`config.mk`:
```
export PLATFORM = sky130hd
export DESIGN_NAME = carry_save_resolver
export DESIGN_NICKNAME = d
export VERILOG_FILES = /design/src/rtl/carry_save_resolver.sv
export SDC_FILE = /design/constraint.sdc
export NUM_CORES = 1
export LEC_CHECK = 0
export BUFFER_PORTS_ARGS = -buffer_cell sky130_fd_sc_hd__buf_2
export CORE_MARGIN = 5
export CORE_UTILIZATION = 57
export CTS_CLUSTER_DIAMETER = 100
export DETAILED_ROUTE_END_ITERATION = 16
export GPL_TIMING_DRIVEN = 0
export PLACE_DENSITY = 0.8
export SLEW_MARGIN = 5
export SYNTH_ARGS = -nofsm -noshare
export SYNTH_HDL_FRONTEND = slang
export SYNTH_SLANG_ARGS = --single-unit
```
`constraint.sdc`:
```
create_clock -name clk -period 4 [get_ports clk]
set_input_delay 0 -clock clk [delete_from_list [all_inputs] [get_ports clk]]
set_output_delay 0 -clock clk [all_outputs]
set_load 0.05 [all_outputs]
```
`src/rtl/carry_save_resolver.sv`:
```
// Resolves a carry-save pair (sum + 2*carry) into one binary value with a chunked ripple adder.
// Latency: accept edge k, result valid from edge k+N (N = ceil((WIDTH+2)/CHUNK)); out_ready stalls DONE indefinitely, input is refused while busy.
module carry_save_resolver #(
    parameter int WIDTH = 32,
    parameter int CHUNK = 8
) (
    input  logic             clk,
    input  logic             rst_n,
    input  logic             in_valid,
    output logic             in_ready,
    input  logic [WIDTH-1:0] sum_in,
    input  logic [WIDTH-1:0] carry_in,
    output logic             out_valid,
    input  logic             out_ready,
    output logic [WIDTH+1:0] result,
    output logic             busy
);

    localparam int RW = WIDTH + 2;
    localparam int N  = (RW + CHUNK - 1) / CHUNK;
    localparam int PW = N * CHUNK;
    localparam int IW = (N > 1) ? $clog2(N) : 1;
    localparam logic [IW-1:0] LAST = IW'(N - 1);

    typedef enum logic [1:0] {
        IDLE,
        ADD,
        DONE
    } state_t;

    state_t          state_q;
    state_t          state_d;
    logic [PW-1:0]   a_q;
    logic [PW-1:0]   b_q;
    logic [PW-1:0]   acc_q;
    logic [PW-1:0]   acc_d;
    logic [IW-1:0]   idx_q;
    logic            carry_q;
    logic [CHUNK:0]  chunk_sum;
    logic [RW-1:0]   result_q;
    logic            accept;
    int              off;

    assign accept    = (state_q == IDLE) && in_valid;
    assign in_ready  = (state_q == IDLE);
    assign busy      = (state_q != IDLE);
    assign out_valid = (state_q == DONE);
    assign result    = result_q;

    always_ff @(posedge clk or negedge rst_n) begin
        if (!rst_n) begin
            state_q <= IDLE;
        end else begin
            state_q <= state_d;
        end
    end

    always_comb begin
        state_d = state_q;
        case (state_q)
            IDLE:    if (in_valid) state_d = ADD;
            ADD:     if (idx_q == LAST) state_d = DONE;
            DONE:    if (out_ready) state_d = IDLE;
            default: state_d = IDLE;
        endcase
    end

    // One CHUNK-wide slice of the padded operands per ADD cycle, rippling carry_q between slices.
    always_comb begin
        off       = int'(idx_q) * CHUNK;
        acc_d     = acc_q;
        chunk_sum = {1'b0, a_q[off +: CHUNK]} + {1'b0, b_q[off +: CHUNK]}
                  + {{CHUNK{1'b0}}, carry_q};
        acc_d[off +: CHUNK] = chunk_sum[CHUNK-1:0];
    end

    // result_q is only reloaded on the last chunk so it stays stable between operations.
    always_ff @(posedge clk or negedge rst_n) begin
        if (!rst_n) begin
            a_q      <= '0;
            b_q      <= '0;
            acc_q    <= '0;
            idx_q    <= '0;
            carry_q  <= 1'b0;
            result_q <= '0;
        end else if (accept) begin
            a_q     <= {{(PW - WIDTH){1'b0}}, sum_in};
            b_q     <= {{(PW - WIDTH - 1){1'b0}}, carry_in, 1'b0};
            acc_q   <= '0;
            idx_q   <= '0;
            carry_q <= 1'b0;
        end else if (state_q == ADD) begin
            acc_q   <= acc_d;
            carry_q <= chunk_sum[CHUNK];
            idx_q   <= idx_q + IW'(1);
            if (idx_q == LAST) begin
                result_q <= acc_d[RW-1:0];
            end
        end
    end

endmodule

```
* After elaboration in Yosys (flattened, before gate mapping)
Index checks and enable logic that the tools add are counted.
Operators by class: divide/modulo/power cells 0, shift-type cells 4, add/subtract/negate cells 4, multiplexer cells 11, reductions and logical operators 6, equal/unequal tests 6, multiply operators 0, bitwise gates (word level) 1, magnitude comparators 0
Operator list (count):
- 40-bit two-way mux | 2
- 40-bit by 7-bit variable part select with 8-bit output | 2
- 40-bit bitwise mux | 1
- 8-bit by 33-bit variable shift with 40-bit output (first input constant) | 1
- 8-bit by 33-bit variable part select with 40-bit output | 1
- 6-bit negation with 33-bit output | 1
- 8-bit by 8-bit adder with 9-bit output | 1
- 9-bit by 1-bit adder with 9-bit output | 1
- 2-bit two-way mux | 3
- 3-bit two-way mux | 2
- 2-bit one-hot mux with 3 select lines | 1
- 3-bit AND reduction | 2
- 2-bit inequality test (second input constant) | 2
- 2-bit nonzero test | 2
- 3-bit by 1-bit adder with 3-bit output (second input constant) | 1
- 3-bit equality test (second input constant) | 1
- 2-bit by 1-bit equality test with 1-bit output (second input constant) | 1
- 2-bit equality test (second input constant) | 1
- 2-bit zero test | 1
- 1-bit two-way mux | 2
- 2-bit by 1-bit inequality test with 1-bit output (second input constant) | 1
- 1-bit logical AND | 1
- 1-bit NOT | 1
Word-level totals: memories 0, logic and storage cells 39, latch bits 0, input bits 68, memory bits (writable) 0, ROM bits 0, bits in registers 144, output and inout port bits 37

* Logic depth before layout (Yosys ltp)
depth after elaboration 7, gate-level depth with buffers 14

* Worst setup path after synthesis
OpenSTA, ideal clock, no wires.
path type flip-flop to flip-flop, from register idx_q[0], to register result_q[30] (netlist: result[30]), library setup time 0.126 ns, required time 3.874 ns, period minus slack after synthesis 3.128 ns, arrival 3.002 ns, path slack 0.872 ns, stages on the path, launching flop included 15, cell sequence dfrtp_1 -> buf_2 -> mux2i_1 -> nor2_1 -> a31oi_1 -> nor2_1 -> a41oi_1 -> fa_1 -> inv_1 -> fa_1 -> a21o_1 -> a221oi_1 -> xnor2_1 -> a221oi_1 -> nor2_1
On the way: longest elaborated chain between the ends 5, elaborated cells between the ends (all ways) 10
Ends and longest elaborated chain:
- start, declared | RTL line 37 | logic [IW-1:0] idx_q;
- start signal, assigned | RTL line 95 | idx_q <= idx_q + IW'(1);
- 40-bit by 7-bit variable part select with 8-bit output | RTL line 72 | chunk_sum = {1'b0, a_q[off +: CHUNK]} + {1'b0, b_q[off +: CHUNK]}
- 8-bit by 8-bit adder with 9-bit output | RTL line 72
- 9-bit by 1-bit adder with 9-bit output | RTL line 73 | + {{CHUNK{1'b0}}, carry_q};
- 8-bit by 33-bit variable part select with 40-bit output | RTL line 74 | acc_d[off +: CHUNK] = chunk_sum[CHUNK-1:0];
- 40-bit bitwise mux | RTL line 74
- end signal, assigned | RTL line 97 | result_q <= acc_d[RW-1:0];
- end, declared | RTL line 40 | logic [RW-1:0] result_q;
Parallel ways exist; a longest one is shown, timed or not. A chain may end at the register's enable or synchronous reset.

* Worst setup path after layout
from register idx_q[1], to register result_q[20] (netlist: result[20])
The elaborated chain is that of the path after synthesis.

==> results.sh <==
export IMPL_outcome="completed"
export IMPL_fill_cells=708
export IMPL_gr_total_overflow=0
export IMPL_worstSetupStartpointType="flip-flop"
export IMPL_period_share_pct=91.1
export IMPL_clkPwrFrac_pct=18.5
export IMPL_crit_path_cell_trace="buf_6 > clkbuf_1 > mux4_2 > nand2_1 > fa_1 > inv_1 > fa_1 > a21o_1 > a21oi_1 > xnor2_1 > inv_1 > o21ai_0"
export IMPL_synth_compound_area_share_pct=11.8
export IMPL_nNetsFinal=950
export IMPL_synth_area_leader_cell="dfrtp_1"
export IMPL_r2r_slack_ns=0.36
export IMPL_pwr_share_comb_pct=52.0
export IMPL_synth_top_family_by_area="simple AND/OR/NAND/NOR gates"
export IMPL_seqPwrFrac_pct=29.4
export IMPL_synthMuxAreaShare_pct=6.15
export IMPL_synthSimpleGateAreaFrac_pct=21.5
export IMPL_rows=38
export IMPL_grt_antenna_before_repair=0
export IMPL_coreArea_sq_mm=0.0110
export IMPL_drive_above_1_share_pct=19.5
export IMPL_finalSetupViolCount=0
export IMPL_routed_wirelength_um=18700
export IMPL_wl_per_cell_um=18.3
export IMPL_drt_pass1_iter_count=5
export IMPL_synthTopCellsByArea="dfrtp_1 53%, nand2_1 14%, mux4_2 5.2%"
export IMPL_required_ns=4.34
export IMPL_diodes=0
export IMPL_synth_area_sq_mm=0.00646
export IMPL_cts_buffers=17
export IMPL_critPathMaxStageDelay_ns=0.49
export IMPL_timing_slew_headroom_pct=44.0
export IMPL_worstMarginPinSlew_ns=0.834
export IMPL_crit_fanout=10
export IMPL_final_setup_tns_ns=0
export IMPL_drc=0
export IMPL_timing_hold_violations_final=0
export IMPL_cts_root_buf="clkbuf_16"
export IMPL_clock_path_buffers=2
export IMPL_max_vdd_ir_drop_uv=591
export IMPL_grt_setup_unrepaired="false"
export IMPL_crit_slowest_cell="clkbuf_1"
export IMPL_htree_levels=4
export IMPL_setup_slack_ns=0.357
export IMPL_grt_max_degree=76
export IMPL_syn_nets=760
export IMPL_postSynth_asyncResetShare_pct=100
export IMPL_first_iter_violations=538
export IMPL_yosysMostFrequentCell="nand2_1"
export IMPL_die_w_um=117
export IMPL_internal_power_uw=4210
export IMPL_io_buffers=104
export IMPL_grt_pass1_wl_um=30600
export IMPL_clk_latency_ns=0.43
export IMPL_syn_area_per_cell_sq_um=9.56
export IMPL_ys_seq_elements=138
export IMPL_cts_setup_buffers=0
export IMPL_ys_seq_area_share_pct=53.4
export IMPL_max_freq_mhz=275
export IMPL_synth_edf_count=0
export IMPL_ys_types=44
export IMPL_maxSlewViolCount=0
export IMPL_syn2layout_area_growth_pct=30.2
export IMPL_power_density_mw_per_mm2=950
export IMPL_multi_input_area_sq_mm=0.00283
export IMPL_via_per_inst=5.77
export IMPL_synth_ff_type="dfrtp_1"
export IMPL_dieArea_sq_mm=0.0136
export IMPL_netSwitchingPower_uw=3780
export IMPL_place_ws_ns=0.138
export IMPL_clkTransAtPathRegs_ns=0.06
export IMPL_fin_skew_ns=0.00848
export IMPL_hpwl_um=11600
export IMPL_yosysWarningCount=0
export IMPL_grt_pass1_vias=6219
export IMPL_critPathCaptureType="flip-flop"
export IMPL_final_antenna_net_count=0
export IMPL_min_period_ns=3.64
export IMPL_p_sw_share_pct=47.3
export IMPL_worstHoldPathType="input pin to flip-flop"
export IMPL_crit_arrival_ns=3.98
export IMPL_io_pins=105
export IMPL_clock_sinks=138
export IMPL_routabilityCongestion=0.880
export IMPL_cellLeakagePower_uw=0.00424
export IMPL_synth_xor_area_share_pct=0.677
export IMPL_holdWs_ns=0.0395
export IMPL_crit_type="flip-flop to flip-flop"
export IMPL_initial_core_util_pct=58.9
export IMPL_vias=5878
export IMPL_synth_adder_area_share_pct=3.33
export IMPL_grtUsageTotal_pct=29.8
export IMPL_cts_tree="built"
export IMPL_synth_top_area_share_pct=53.4
export IMPL_fp_dieH_um=117
export IMPL_synth_commonest_cells="243 x nand2_1, 138 x dfrtp_1, 48 x o21ai_0"
export IMPL_register_area_sq_mm=0.00345
export IMPL_drv_cap=0
export IMPL_synth_cells=676
-- through the flow --
stage / cells / power (uW) / area (sq um) / utilization [%]
after floorplan: 676 / 5130 / 6460 / -
after detailed placement: 921 / 6320 / 7190 / 65.5
final: 1018 / 8000 / 8420 / 76.7
after global placement: 920 / 6180 / 7160 / 65.2
after global routing: 1018 / 8470 / 8420 / 76.7
after CTS: 1018 / 7870 / 8400 / 76.5
-- placed cells by master, fill, tap and decap left out, drive strengths merged, types with 2 or more instances in the layout --
cell | netlist | layout
nand2 | 243 | 243
dfrtp | 138 | 138
buf | 11 | 115
dlygate4sd3 | 0 | 66
o21ai | 56 | 56
clkbuf | 22 | 46
nor2 | 27 | 27
a21oi | 23 | 23
and2 | 16 | 16
mux4 | 15 | 15
ha | 14 | 14
inv | 13 | 13
nand3 | 13 | 13
and3 | 12 | 12
o31ai | 10 | 10
a221oi | 9 | 9
o21a | 7 | 7
mux2i | 6 | 6
nor3 | 5 | 5
clkinv | 0 | 5
xnor2 | 4 | 4
or3 | 4 | 4
nand2b | 3 | 3
or2 | 3 | 3
a21o | 2 | 2
nor2b | 2 | 2
o211a | 2 | 2
a22oi | 2 | 2
a32o | 2 | 2
fa | 2 | 2
clkinvlp | 0 | 2
-- metal layers --
metal	GRT usage [%]	wire length (um)	up-vias
met5	0	0	-
met4	17.8	805	0
met3	7.05	1400	62
met2	50.8	9580	291
met1	34.2	6870	2860
li1	-	-	2665
-- power by group through the flow --
stage,Sequential (uW),Clock [uW],Combinational [uW]
2_1_floorplan,2790,0,2340
3_3_place_gp,2320,0,3860
3_5_place_dp,2360,0,3960
4_1_cts,2340,1480,4050
5_1_grt,2430,1550,4500
6_report,2350,1480,4160
-- final timing paths --
check                                  startpoint                      to  depth (start not counted)
max                          idx_q[1]$_DFFE_PN0P_  result[20]$_DFFE_PN0P_                         12
min reg2reg                result[18]$_DFFE_PN0P_  result[18]$_DFFE_PN0P_                          2
min                                      in_valid    idx_q[0]$_DFFE_PN0P_                          4
min in group asynchronous                   rst_n  result[18]$_DFFE_PN0P_                          2
max in group asynchronous                   rst_n     b_q[20]$_DFFE_PN0P_                          3
max reg2reg                  idx_q[1]$_DFFE_PN0P_  result[20]$_DFFE_PN0P_                         12
-- worst max-delay path: cells and delay by family (launching register included) --
kind	cells	cell delay [ns]
simple gates	1	0.11
mux	1	0.43
flops	1	0.41
fa+ha+maj	2	0.63
buf+inv	4	1.01
xor+xnor	1	0.30
compound gates	3	0.65
-- logic make-up (layout without fill, tap and decap cells) --
| group | after synthesis | count (layout) |
|---|---|---|
| mux | 21 | 21 |
| compound gates | 120 | 120 |
| fa+ha+maj | 16 | 16 |
| buf+inv | 46 | 248 |
| xor+xnor | 5 | 5 |
| simple gates | 330 | 330 |
| flops | 138 | 138 |
-- state kept, by name, summed over array words and instances (netlist names) --
name,flops
acc_q,34
state_q,2
result,34
carry_q,1
a_q,32
idx_q,3
b_q,32
-- timing repair --
| item | 4_1_cts | 5_1_grt |
|---|---|---|
| hold endpoints to repair | 128 | 0 |
| hold buffers | 66 | 0 |
| gates resized for setup | 0 | 3 |
| endpoints found under the setup margin | 0 | 9 |
-- area by class of cell --
| cell class | instances | share of cell area (%) |
|---|---|---|
| clock buffer | 23 | 5.68 |
| timing repair buffer | 171 | 14.4 |
| tap | 140 | 2.08 |
| clock inverter | 8 | 0.832 |
| inverter | 13 | 0.580 |
| buffer | 33 | 1.81 |
| multi-input combinational | 492 | 33.6 |
| sequential | 138 | 41.0 |
No activity file was read; power rests on OpenSTA's default activity.
